### config.mk
export PLATFORM = sky130hd
export DESIGN_NAME = mux_nway_rr
export DESIGN_NICKNAME = d
export VERILOG_FILES = /design/src/rtl/mux_nway_rr.sv
export SDC_FILE = /design/constraint.sdc
export NUM_CORES = 1
export LEC_CHECK = 0
export BUFFER_PORTS_ARGS = -buffer_cell sky130_fd_sc_hd__buf_4
export CAP_MARGIN = 20
export CORE_MARGIN = 2
export CORE_UTILIZATION = 45
export CTS_BUF_LIST = sky130_fd_sc_hd__clkbuf_8
export CTS_CLUSTER_DIAMETER = 30
export CTS_CLUSTER_SIZE = 24
export DETAILED_ROUTE_END_ITERATION = 8
export HOLD_SLACK_MARGIN = 0.02
export PLACE_DENSITY = 0.81
export SLEW_MARGIN = 5
export SYNTH_ARGS = -nofsm -noshare
export SYNTH_HDL_FRONTEND = slang
export SYNTH_SLANG_ARGS = --single-unit
### constraint.sdc
create_clock -name clk -period 6.2 [get_ports clk]
set_input_delay 0.31 -clock clk [delete_from_list [all_inputs] [get_ports clk]]
set_output_delay 0.31 -clock clk [all_outputs]
set_load 0.03 [all_outputs]
### src/rtl/mux_nway_rr.sv
//==============================================================================
// Module   : mux_nway_rr
// Brief    : N-channel valid/ready mux with fixed-select or round-robin
//            arbitration feeding a one-entry registered output stage.
// Revision : 1.0
//==============================================================================
`default_nettype none

module mux_nway_rr #(
    parameter int WIDTH = 16,
    parameter int N     = 8,
    parameter int SELW  = 3
) (
    input  logic                 clk,
    input  logic                 reset,
    input  logic [N*WIDTH-1:0]   in_data,
    input  logic [N-1:0]         in_valid,
    output logic [N-1:0]         in_ready,
    input  logic                 mode,
    input  logic [SELW-1:0]      sel,
    output logic [WIDTH-1:0]     out_data,
    output logic [SELW-1:0]      out_chan,
    output logic                 out_valid,
    input  logic                 out_ready
);

    localparam logic [SELW-1:0] c_last_chan = SELW'(N - 1);

    logic [WIDTH-1:0] r_out_data;
    logic [SELW-1:0]  r_out_chan;
    logic             r_out_valid;
    logic [SELW-1:0]  r_ptr;

    logic [WIDTH-1:0] w_chan [N];
    logic [2*N-1:0]   w_rot;
    logic             w_rr_vld;
    logic [SELW-1:0]  w_rr_idx;
    int               w_sum;
    logic             w_cand_vld;
    logic [SELW-1:0]  w_cand_idx;
    logic             w_can_accept;
    logic             w_grant_en;
    logic             w_xfer;

    genvar k;
    generate
        for (k = 0; k < N; k++) begin : g_unpack
            assign w_chan[k] = in_data[k*WIDTH +: WIDTH];
        end
    endgenerate

    // Rotate valids so bit 0 is the channel at ptr; first set bit wins.
    always_comb begin
        w_rot    = {in_valid, in_valid} >> r_ptr;
        w_rr_vld = 1'b0;
        w_rr_idx = '0;
        w_sum    = 0;
        for (int i = 0; i < N; i++) begin
            if (!w_rr_vld && w_rot[i]) begin
                w_rr_vld = 1'b1;
                w_sum    = int'(r_ptr) + i;
                if (w_sum >= N) begin
                    w_sum = w_sum - N;
                end
                w_rr_idx = SELW'(w_sum);
            end
        end
    end

    always_comb begin
        w_cand_vld = 1'b0;
        w_cand_idx = '0;
        if (mode) begin
            w_cand_vld = w_rr_vld;
            w_cand_idx = w_rr_idx;
        end else if (int'(sel) < N) begin
            w_cand_vld = 1'b1;
            w_cand_idx = sel;
        end
    end

    assign w_can_accept = !r_out_valid || out_ready;
    assign w_grant_en   = w_cand_vld && w_can_accept && !reset;

    generate
        for (k = 0; k < N; k++) begin : g_ready
            assign in_ready[k] = w_grant_en && (w_cand_idx == SELW'(k));
        end
    endgenerate

    assign w_xfer = |(in_valid & in_ready);

    always_ff @(posedge clk) begin
        if (reset) begin
            r_out_data  <= '0;
            r_out_chan  <= '0;
            r_out_valid <= 1'b0;
            r_ptr       <= '0;
        end else begin
            if (w_xfer) begin
                r_out_data  <= w_chan[w_cand_idx];
                r_out_chan  <= w_cand_idx;
                r_out_valid <= 1'b1;
            end else if (out_ready) begin
                r_out_valid <= 1'b0;
            end
            if (w_xfer && mode) begin
                r_ptr <= (w_cand_idx == c_last_chan) ? '0 : w_cand_idx + 1'b1;
            end
        end
    end

    assign out_data  = r_out_data;
    assign out_chan  = r_out_chan;
    assign out_valid = r_out_valid;

endmodule

`default_nettype wire

### Yosys cells after proc, flatten, opt, wreduce, memory -nomap -nowiden

Cells that the tools add are included.

| word-level totals | value |
|---|---|
| word-level logic and storage cells | 102 |
| memory bits (writable) | 0 |
| latch bits | 0 |
| bits in read-only memories | 0 |
| register bits after elaboration | 23 |
| input port bits | 143 |
| memories kept | 0 |
| output and inout bits | 28 |

| cells by class | value |
|---|---|
| reduce and logical (&&, ||, !) cells | 31 |
| $add $sub $neg | 16 |
| eq/ne operators | 7 |
| muxes and demuxes | 32 |
| order comparisons | 9 |
| divide/modulo/power cells | 0 |
| bitwise logic cells | 2 |
| shift-type cells | 1 |
| multiply operators | 0 |

Operators with widths:

| kind | count |
|---|---|
| 2-to-1 mux 3 bit | 18 |
| binary-select mux 16 bit (select 3 bit) | 1 |
| >= comparator 4 bit (second input constant) | 8 |
| 2-to-1 mux 16 bit | 2 |
| subtractor 3 x 1 -> 3 bit (second input constant) | 8 |
| logical AND 1 bit | 18 |
| adder 3 x 3 -> 4 bit (second input constant) | 4 |
| >> shifter 16 x 3 -> 8 bit | 1 |
| == test 3 bit (second input constant) | 4 |
| 2-to-1 mux 1 bit | 11 |
| zero test 1 bit | 9 |
| adder 3 x 2 -> 4 bit (second input constant) | 2 |
| AND 8 bit | 1 |
| OR reduction 8 bit | 1 |
| == test 3 x 2 -> 1 bit (second input constant) | 2 |
| adder 3 x 1 -> 4 bit (second input constant) | 1 |
| >= comparator 3 x 4 -> 1 bit (second input constant) | 1 |
| NOT 3 -> 4 bit | 1 |
| adder 3 x 1 -> 3 bit (second input constant) | 1 |
| == test 3 x 1 -> 1 bit (second input constant) | 1 |
| zero test 3 bit | 1 |
| nonzero test 2 bit | 1 |
| logical OR 1 bit | 1 |

### Longest topological paths before layout

Gate-level depths: netlist (run 1).

| depth | value |
|---|---|
| word-level depth | 30 |
| mapped depth | 22 |
| mapped depth without buffers | 15 |

### Worst setup path after synthesis (run 1)

No wires, ideal clock.

| timing | value |
|---|---|
| kind | register -> register |
| start | register r_ptr[1] |
| end | register r_out_data[10], in the netlist out_data[10] |
| clock period less this slack | 4.997 ns |
| arrival time | 4.876 ns |
| required time | 6.079 ns |
| slack | 1.203 ns |
| stages on the path, launching flop included | 22 |
| library setup time | 0.121 ns |
| buffers on the path | 7 |
| cell sequence | dfxtp_1 > buf_6 > mux4_2 > mux2_2 > or2_1 > buf_4 > nor4_4 > a221oi_2 > a31oi_4 > buf_4 > buf_2 > buf_4 > ha_1 > ha_1 > inv_1 > nor2_1 > a22oi_1 > or3b_1 > buf_6 > nor2_8 > buf_8 > mux2_4 |

| between the ends | value |
|---|---|
| word-level cells in the longest chain between the ends | 29 |
| elaborated cells on any way between the ends | 88 |
| those cells by class | 15 x add/sub; 8 x order compare; 7 x eq/ne; 1 x shift; 29 x mux; 2 x bitwise; 26 x reduce/logical |

Ends and longest elaborated chain:

| what | line | source |
|---|---|---|
| from (decl) | 32 | `logic [SELW-1:0] r_ptr;` |
| from (signal assigned) | 108 | `r_ptr <= (w_cand_idx == c_last_chan) ? '0 : w_cand_idx + 1'b1;` |
| branches (longest 26 deep; another with >> shifter 16 x 3 -> 8 bit) | n/a |  |
| logical AND 1 bit * | 87 | `assign in_ready[k] = w_grant_en && (w_cand_idx == SELW'(k));` |
| named net in_ready[7] | 18 | `output logic [N-1:0] in_ready,` |
| AND 8 bit * | 91 | `assign w_xfer = \|(in_valid & in_ready);` |
| OR reduction 8 bit * | 91 |  |
| to (signal assigned) | 101 | `r_out_data <= w_chan[w_cand_idx];` |
| to (decl) | 29 | `logic [WIDTH-1:0] r_out_data;` |

Mark *: on every way through the listed nets, which the timed path passes. The select of a mux whose other input is x is not followed.
A chain may end at the register's enable or synchronous reset.

### Worst setup path in the final report (run 1)

| timing | value |
|---|---|
| start | register r_ptr[2] |
| end | register r_out_data[13], in the netlist out_data[13] |

| between the ends | value |
|---|---|
| word-level cells in the longest chain between the ends | 29 |
| elaborated cells on any way between the ends | 88 |
| those cells by class | 15 x add/sub; 8 x order compare; 7 x eq/ne; 1 x shift; 29 x mux; 2 x bitwise; 26 x reduce/logical |

Ends and longest elaborated chain:

| what |
|---|
| branches (longest 29 deep; another with >> shifter 16 x 3 -> 8 bit) |

Parallel ways; which one is timed is not known. The select of a mux whose other input is x is not followed.

==> flow_metrics.env, run 1 <==
export IMPL_status="completed"
export IMPL_async_flop_share_pct=0
export IMPL_grt_pass1_vias=3108
export IMPL_power_density_mw_per_mm2=418
export IMPL_tns_ps=0
export IMPL_tritoncts="built"
export IMPL_power_internal_w=0.000965
export IMPL_drt_iter0_drc=175
export IMPL_antenna_found_initial=0
export IMPL_finalCritPeriodShare_pct=81.4
export IMPL_die_y_um=87.8
export IMPL_cp_required_ps=6350
export IMPL_netlist_instances=327
export IMPL_use_met3_pct=4.71
export IMPL_cts_resized=0
export IMPL_stdcell_area_mm2=0.00449
export IMPL_tightest_slew_ps=993
export IMPL_die_w_um=87.8
export IMPL_syn_area_mm2=0.00316
export IMPL_crit_type="flip-flop to flip-flop"
export IMPL_post_route_cells_drive_above_1_share_pct=51.6
export IMPL_cp_start_kind="flip-flop"
export IMPL_clock_sinks=23
export IMPL_worst_ir_drop_vdd_uv=183
export IMPL_grt_max_degree=34
export IMPL_dp_hpwl_um=8490
export IMPL_p_leak_nw=2.03
export IMPL_first_pass_iters=6
export IMPL_r2r_end="out_data[13]"
export IMPL_fmax_ghz=0.198
export IMPL_top_usage_layer="met2"
export IMPL_pwr_share_clk_pct=5.0
export IMPL_globalRouteMet1Util_pct=33.2
export IMPL_place_gp_congestion=0.973
export IMPL_use_met2_pct=43.1
export IMPL_clk_latency_ps=260
export IMPL_comb_power_share_pct=80.2
export IMPL_ff2ff_path_depth=14
export IMPL_cap_violations=0
export IMPL_route_final_wire_length_um=10700
export IMPL_start_util_pct=46.5
export IMPL_drc=0
export IMPL_io_pins=171
export IMPL_hold_viol_final=0
export IMPL_ant_nets=0
export IMPL_cp_arrival_ps=5200
export IMPL_max_slew_margin_rel_pct=33.7
export IMPL_crit_start="r_ptr[2]"
export IMPL_synth_nets=474
export IMPL_post_cts_buffers=0
export IMPL_ys_seq_area_share_pct=14.6
export IMPL_syn2layout_area_growth_pct=42.3
export IMPL_cts_buffers=3
export IMPL_grt_ovfl_total=0
export IMPL_avgSynthCellArea_um2=9.66
export IMPL_viasPerCell=5.75
export IMPL_p_seq_share_pct=14.8
export IMPL_h_tree_depth=1
export IMPL_crit_end="out_data[13]"
export IMPL_skew_ps=1.31
export IMPL_rsz0062_at_grt="no"
export IMPL_final_fill_count=554
export IMPL_die_area_mm2=0.00770
export IMPL_p_sw_w=0.000912
export IMPL_synth_enable_flop_cells=0
export IMPL_io_buffers=170
export IMPL_core_area_mm2=0.00679
export IMPL_grt_usage_pct=25.0
export IMPL_hold_buffers=0
export IMPL_period_needed_ps=5050
export IMPL_antenna_cells=0
export IMPL_final_common_cell="buf_4"
export IMPL_setup_viol=0
export IMPL_ys_flop_type="dfxtp_1"
export IMPL_clkTransAtPathRegs_ps=80
export IMPL_crit_fanout=25
export IMPL_yosysWarningCount=0
export IMPL_fin_util_pct=66.2
export IMPL_slew_viol_final=0
export IMPL_synth_seq_cells=23
export IMPL_ctsRootBufferMaster="clkbuf_8"
export IMPL_power_share_switching_pct=48.6
export IMPL_placed_cell_area_mm2=0.00443
export IMPL_crit_reg2reg_launch="r_ptr[2]"
export IMPL_num_vias=3294
export IMPL_wl_per_cell_um=18.6
export IMPL_synthDistinctLibCells=65
export IMPL_cp_end_kind="flip-flop"
export IMPL_num_rows=30
export IMPL_grt_first_pass_wirelength_um=15300
export IMPL_final_cell_mix="buf_4 (175), mux2i_1 (33), mux2_2 (25), dfxtp_1 (23)"
export IMPL_hold_class="primary input to flip-flop"
export IMPL_max_clock_path_buffers=2
export IMPL_rrSetupSlack_ps=1150
export IMPL_nets=625
==> worst max-delay path: stages, from the launching register on <==
cell,delay [ps]
dfxtp_1,980
mux2i_1,240
and2_0,210
o31ai_1,520
nor4b_2,460
a21boi_0,190
a21boi_2,470
inv_1,120
ha_1,220
inv_1,50
nor2_1,50
a22oi_1,190
or3b_1,510
nor2_8,360
mux2_1,370
==> through the flow <==
stage	setup WS (ps)	std cells	hold slack, ps	total power, W
after floorplan	1200	327	514	0.00143
after global placement	1030	568	460	0.00175
after detailed placement	899	568	456	0.00177
after CTS	888	572	410	0.00186
after global routing	730	573	406	0.00200
final	1150	573	422	0.00188
==> Yosys cell counts, types with 2 or more instances <==
cell type  count  area share [%]
buf_2          6            0.95
xor2_1         2            0.55
ha_1           4             1.6
and2b_1        2            0.48
nand3_1        2            0.32
o21ai_0        6            0.95
mux4_2        21              15
nand2b_1       5            0.99
a211o_1        2            0.55
o41ai_1        2            0.55
nor3_1         6            0.95
a31oi_1        2            0.40
o31a_1         2            0.55
nor4_1         4            0.79
inv_1         11             1.3
mux2_2        25             8.9
nor2_1        14             1.7
o21ai_1        3            0.48
clkbuf_1      14             1.7
nor2b_1       21             4.2
buf_4          5             1.2
nor4b_2        2            0.95
o31ai_1        5             1.2
mux2i_1       33              10
or4bb_1        2            0.71
mux2_1         9             3.2
dfxtp_1       23              15
and3_1         2            0.40
buf_6          2            0.71
o22ai_1       17             3.4
nand2_1       11             1.3
mux4_1         3             2.5
mux2_4         8             3.8
a41oi_1        2            0.55
a21oi_1       19             3.0
==> cell type report <==
class                   instances  area [µm²]  area share, %
clock buffers                   3        41.3          0.919
clock inverters                 1        5.00          0.111
inverters                      12        45.0           1.00
multi-input cells             262        2490           55.5
flip-flops and latches         23         460           10.2
well taps                      96         120           2.67
repair buffers                176        1330           29.6
==> flip-flops by register name (all words and copies together), names as in the netlist <==
name	count
out_valid	1
out_chan	3
out_data	16
r_ptr	3
==> metal layers <==
| metal | vias to the layer above | part of all wire (%) |
|---|---|---|
| met3 | 10 | 6.3 |
| met4 | 0 | 0.89 |
| met2 | 135 | 50 |
| met1 | 1576 | 43 |
| met5 | - | 0 |
| li1 | 1573 | - |
==> cells by family (layout without fill, tap and decap cells) <==
family	Yosys count	count (layout)	synth area share [%]
DFF	23	23	14.6
buffers and inverters	42	192	6.70
AOI/OAI and AO/OA	73	73	15.7
adders and majority gates	4	4	1.58
and+or+nand+nor	84	84	17.1
muxes	99	99	43.9
xor gates and xnor gates	2	2	0.555
==> worst min-delay path by stage <==
| stage | from | end | slack (ps) | cells past startpoint |
|---|---|---|---|---|
| floorplan | out_ready | out_valid | 510 | 2 |
| global placement | out_chan[1] | out_chan[1] | 460 | 2 |
| detailed placement | out_chan[1] | out_chan[1] | 460 | 2 |
| CTS | reset | out_valid | 410 | 2 |
| global route | out_ready | out_valid | 410 | 3 |
| finish | out_ready | out_valid | 420 | 3 |
==> power groups by stage <==
| stage | sequential, W | combinational (W) | clock (W) |
|---|---|---|---|
| finish | 0.000279 | 0.00151 | 0.0000931 |
| global placement | 0.000296 | 0.00145 | 0 |
| global route | 0.000287 | 0.00162 | 0.000100 |
| detailed placement | 0.000297 | 0.00147 | 0 |
| CTS | 0.000295 | 0.00147 | 0.0000947 |
| floorplan | 0.000325 | 0.00111 | 0 |
Power figures use the tool's default switching activity.
==> inputs of run 2 (changes only) <==
==> constraint.sdc (replaced) <==
create_clock -name clk -period 4.9 [get_ports clk]
set_input_delay 0.245 -clock clk [delete_from_list [all_inputs] [get_ports clk]]
set_output_delay 0.245 -clock clk [all_outputs]
set_load 0.03 [all_outputs]
==> run 2 against run 1 <==
Count of clock-buffer cells in the layout unchanged. Cell count grew 1.0%. Worst setup slack worse by 850 ps. Fmax rose by 9.7%. Via count grew 2.4%. Clock power rose by 28%. Final area is 1.0% higher. Clock skew grew 1.1 ps. Hold slack lost 120 ps. Flip-flop and latch count is the same. Critical path depth grew 1. Wire length up 3.1%.
==> flow_metrics.env, run 2 (synthesized netlist as in run 1, its figures left out) <==
export IMPL_grt_max_degree=38
export IMPL_final_cell_mix="buf_4 (182), mux2i_1 (33), mux2_2 (25), dfxtp_1 (22)"
export IMPL_core_area_mm2=0.00679
export IMPL_num_rows=30
export IMPL_first_pass_iters=4
export IMPL_h_tree_depth=1
export IMPL_max_clock_path_buffers=2
export IMPL_power_share_switching_pct=48.4
export IMPL_io_buffers=170
export IMPL_viasPerCell=5.83
export IMPL_max_slew_margin_rel_pct=60.1
export IMPL_fin_util_pct=66.8
export IMPL_drc=0
export IMPL_antenna_cells=0
export IMPL_clk_latency_ps=270
export IMPL_crit_chain="mux4_2, mux2_2, or2_1, buf_4, a211o_1, o21ai_1, a31oi_4, ha_1, ha_1, inv_1, nor2_2, a22oi_1, or3b_1, nor2_8, mux2_1"
export IMPL_route_final_wire_length_um=11000
export IMPL_grt_ovfl_total=0
export IMPL_antenna_found_initial=0
export IMPL_die_w_um=87.8
export IMPL_dp_hpwl_um=8730
export IMPL_tritoncts="built"
export IMPL_power_internal_w=0.00125
export IMPL_die_y_um=87.8
export IMPL_slowest_delay_ps=710
export IMPL_tightest_slew_ps=597
export IMPL_slew_viol_final=0
export IMPL_cp_arrival_ps=4760
export IMPL_period_needed_ps=4600
export IMPL_crit_type="flip-flop to flip-flop"
export IMPL_tns_ps=0
export IMPL_syn2layout_area_growth_pct=43.7
export IMPL_cp_end_kind="flip-flop"
export IMPL_ant_nets=0
export IMPL_p_sw_w=0.00117
export IMPL_rsz0062_at_grt="no"
export IMPL_fmax_ghz=0.217
export IMPL_p_seq_share_pct=13.7
export IMPL_ctsRootBufferMaster="clkbuf_8"
export IMPL_start_util_pct=46.5
export IMPL_path_delay_family="simple AND/OR/NAND/NOR gates"
export IMPL_cp_required_ps=5060
export IMPL_crit_buf_inv=2
export IMPL_crit_fanout=18
export IMPL_clkTransAtPathRegs_ps=80
export IMPL_largest_reg_flops=16
export IMPL_cap_violations=0
export IMPL_worst_ir_drop_vdd_uv=279
export IMPL_status="completed"
export IMPL_comb_power_share_pct=81.4
export IMPL_skew_ps=2.40
export IMPL_cp_start_kind="flip-flop"
export IMPL_wl_per_cell_um=19.0
export IMPL_num_vias=3373
export IMPL_fin_hold_ws_ps=303
export IMPL_final_common_cell="buf_4"
export IMPL_place_gp_congestion=0.945
export IMPL_pwr_share_clk_pct=4.9
export IMPL_setup_viol=0
export IMPL_grt_first_pass_wirelength_um=16400
export IMPL_die_area_mm2=0.00770
export IMPL_p_leak_nw=2.06
export IMPL_grt_pass1_vias=3184
export IMPL_post_route_cells_drive_above_1_share_pct=52.6
export IMPL_hold_viol_final=0
export IMPL_grt_usage_pct=27.0
export IMPL_hold_class="primary input to flip-flop"
export IMPL_drt_iter0_drc=176
export IMPL_finalCritPeriodShare_pct=93.9
export IMPL_clock_sinks=23
export IMPL_io_pins=171
export IMPL_rrSetupSlack_ps=300
export IMPL_crit_path_top_delay_cell="dfxtp_1"
export IMPL_nets=631
export IMPL_power_w=0.00242
export IMPL_cts_buffers=3
export IMPL_worst_path_most_repeated_cell="ha_1"
export IMPL_final_fill_count=562
export IMPL_power_density_mw_per_mm2=533
==> run 2: per-stage QoR <==
step                      area, µm²  setup slack, ps  cells
after global placement         4480              291    574
after floorplan                3160             72.8    327
after detailed placement       4480              235    574
after global routing           4540             57.0    579
after CTS                      4530              212    578
final                          4540              299    579
==> run 2: power by group through the flow <==
stage          combinational (W)  sequential (W)  clock, W
4_1_cts                  0.00195        0.000330  0.000119
2_1_floorplan            0.00140        0.000411         0
5_1_grt                  0.00212        0.000341  0.000130
3_3_place_gp             0.00192        0.000330         0
6_report                 0.00197        0.000331  0.000119
3_5_place_dp             0.00194        0.000331         0
==> run 2: area by class of cell <==
class	count	area [µm²]	share of cell area [%]
multi-input cells	262	2500	55.1
inverters	12	45.0	0.992
well taps	96	120	2.65
clock buffers	3	41.3	0.910
repair buffers	182	1370	30.1
clock inverters	1	3.75	0.0827
flip-flops and latches	23	462	10.2
==> run 2: path summary, 6_finish.rpt <==
path                                  start     endpoint  depth (start not counted)
worst min register to register  out_chan[0]  out_chan[0]                          2
worst min-delay path              out_ready    out_valid                          3
worst max-delay path               r_ptr[2]  out_data[2]                         15
worst max register to register     r_ptr[2]  out_data[2]                         15
==> run 2: worst register-to-register path: cells and delay by family (launching register included) <==
| kind | cells | cell delay [ps] |
|---|---|---|
| simple gates | 4 | 1170 |
| mux | 3 | 1140 |
| compound gates | 4 | 810 |
| flops | 1 | 710 |
| fa+ha+maj | 2 | 420 |
| buf+inv | 2 | 250 |
==> run 2: repair_timing <==
item,CTS,global route
endpoints found under the setup margin,0,12
setup buffers,0,0
gates resized for setup,0,2
hold buffers,0,0
==> run 2: per-layer routing <==
layer | track usage, % | routed length [µm] | up-vias
met3 | 6.13 | 882 | 16
met5 | 0 | 0 | -
met1 | 37.6 | 4570 | 1622
li1 | - | - | 1582
met4 | 6.15 | 174 | 0
met2 | 43.0 | 5370 | 153
==> inputs of run 3 (changes only) <==
--- a/config.mk
+++ b/config.mk
@@ -5,7 +5,7 @@
 export SDC_FILE = /design/constraint.sdc
 export NUM_CORES = 1
 export LEC_CHECK = 0
-export BUFFER_PORTS_ARGS = -buffer_cell sky130_fd_sc_hd__buf_4
+export BUFFER_PORTS_ARGS = -buffer_cell sky130_fd_sc_hd__buf_2
 export CAP_MARGIN = 20
 export CORE_MARGIN = 2
 export CORE_UTILIZATION = 45
==> run 3 against run 2 <==
Utilization shrank 6.4 points. Wire length down 1.1%. Count of clock-buffer cells in the layout is the same. First-iteration DRC count decreased by 17%. Non-clock buffer count shrank 3. Final area is 9.5% lower. Global-route usage fell by 0.97 points. Clock skew increased by 3.7 ps. Cell count is 0.52% lower. Register-to-register slack improved by 60 ps.
==> flow_metrics.env, run 3 (synthesized netlist as in run 1, its figures left out) <==
export IMPL_status="completed"
export IMPL_period_needed_ps=4540
export IMPL_final_common_cell="buf_2"
export IMPL_final_fill_count=612
export IMPL_antenna_cells=0
export IMPL_largest_reg_flops=16
export IMPL_rsz0062_at_grt="no"
export IMPL_skew_ps=6.06
export IMPL_stdcell_area_mm2=0.00411
export IMPL_p_leak_nw=1.92
export IMPL_core_area_mm2=0.00679
export IMPL_die_y_um=87.8
export IMPL_cap_violations=0
export IMPL_dp_hpwl_um=8520
export IMPL_grt_usage_pct=26.1
export IMPL_cp_end_kind="flip-flop"
export IMPL_die_w_um=87.8
export IMPL_hold_class="primary input to flip-flop"
export IMPL_num_rows=30
export IMPL_cp_arrival_ps=4690
export IMPL_num_vias=3402
export IMPL_die_area_mm2=0.00770
export IMPL_h_tree_depth=1
export IMPL_grt_first_pass_wirelength_um=15800
export IMPL_final_cell_mix="buf_2 (170), mux2i_1 (33), mux2_2 (25), dfxtp_1 (22)"
export IMPL_tightest_slew_ps=659
export IMPL_power_density_mw_per_mm2=576
export IMPL_max_clock_path_buffers=2
export IMPL_worst_ir_drop_vdd_uv=255
export IMPL_start_util_pct=46.5
export IMPL_place_gp_congestion=0.961
export IMPL_tns_ps=0
export IMPL_cts_buffers=3
export IMPL_cp_start_kind="flip-flop"
export IMPL_setup_viol=0
export IMPL_tritoncts="built"
export IMPL_fmax_ghz=0.220
export IMPL_hold_viol_final=0
export IMPL_drc=0
export IMPL_io_pins=171
export IMPL_clock_sinks=23
export IMPL_grt_ovfl_total=0
export IMPL_cp_required_ps=5050
export IMPL_grt_pass1_vias=3222
export IMPL_io_buffers=170
export IMPL_syn2layout_area_growth_pct=30.1
export IMPL_dp_cells=571
export IMPL_max_slew_margin_rel_pct=55.7
export IMPL_finalNonFillerCells=576
export IMPL_slew_viol_final=0
export IMPL_clk_latency_ps=270
export IMPL_first_pass_iters=5
export IMPL_power_w=0.00236
export IMPL_placed_cell_area_mm2=0.00405
export IMPL_antenna_found_initial=0
export IMPL_clkTransAtPathRegs_ps=80
export IMPL_post_route_cells_drive_above_1_share_pct=52.3
export IMPL_hold_depth=3
export IMPL_ant_nets=0
export IMPL_grt_max_degree=52
export IMPL_ctsRootBufferMaster="clkbuf_8"
export IMPL_drt_iter0_drc=146
export IMPL_viasPerCell=5.91
export IMPL_route_final_wire_length_um=10900
export IMPL_nets=628
export IMPL_crit_fanout=18
export IMPL_crit_type="flip-flop to flip-flop"
export IMPL_wl_per_cell_um=18.9
export IMPL_ff2ff_path_depth=16
export IMPL_fin_hold_ws_ps=313
export IMPL_finalCritPeriodShare_pct=92.6
==> run 3: cell count changes in the layout (fill, tap and decap cells not counted) <==
cell    change
buf_12      +1
buf_2     +170
buf_4     -175
buf_6       +1
==> run 3: worst max-delay path, stage by stage (launching register included) <==
cell      delay [ps]
dfxtp_1          510
buf_4            300
mux4_2           550
mux2_2           300
nand2b_1         160
nor2_1           100
o31ai_1           90
o31ai_2          330
o21ai_2          110
ha_1             230
ha_1             180
inv_1             70
nor2_2            40
a22oi_1          170
or3b_1           510
nor2_8           380
mux2_1           370
==> run 3: final cells by class <==
type	instances	area (µm²)	share of cell area, %
well taps	96	120	2.92
clock inverters	1	3.75	0.0914
clock buffers	3	41.3	1.01
flip-flops and latches	23	462	11.2
inverters	12	45.0	1.10
repair buffers	179	935	22.8
multi-input cells	262	2500	60.9
==> run 3: final timing paths <==
path             endpoint        start  slack [ps]
max          out_data[14]     r_ptr[1]         360
min reg2reg   out_chan[1]  out_chan[1]         480
min             out_valid    out_ready         310
max reg2reg  out_data[14]     r_ptr[1]         360
==> run 3: what timing repair did <==
item	CTS	global route
buffers inserted	0	0
endpoints found under the setup margin	0	20
gates resized for setup	0	2
hold buffers	0	0
==> run 3: power breakdown <==
group | internal (W) | total [W] | switching, W
Combinational | 0.000861 | 0.00192 | 0.00106
Sequential | 0.000262 | 0.000329 | 0.0000662
Clock | 0.0000560 | 0.000116 | 0.0000604
Total | 0.00118 | 0.00236 | 0.00119
==> run 3: metrics by stage <==
stage / worst slack (ps) / util [%]
after floorplan: 72.8 / -
after global placement: 368 / 59.5
after detailed placement: 216 / 59.5
after CTS: 208 / 60.2
after global routing: 64.3 / 60.5
final: 361 / 60.5
==> run 3: per-layer routing <==
| layer | vias up | GRT usage (%) | wire length (µm) |
|---|---|---|---|
| met3 | 25 | 6.22 | 1060 |
| met4 | 0 | 6.15 | 211 |
| met5 | - | 0 | 0 |
| met1 | 1614 | 34.2 | 4300 |
| li1 | 1577 | - | - |
| met2 | 186 | 43.6 | 5310 |
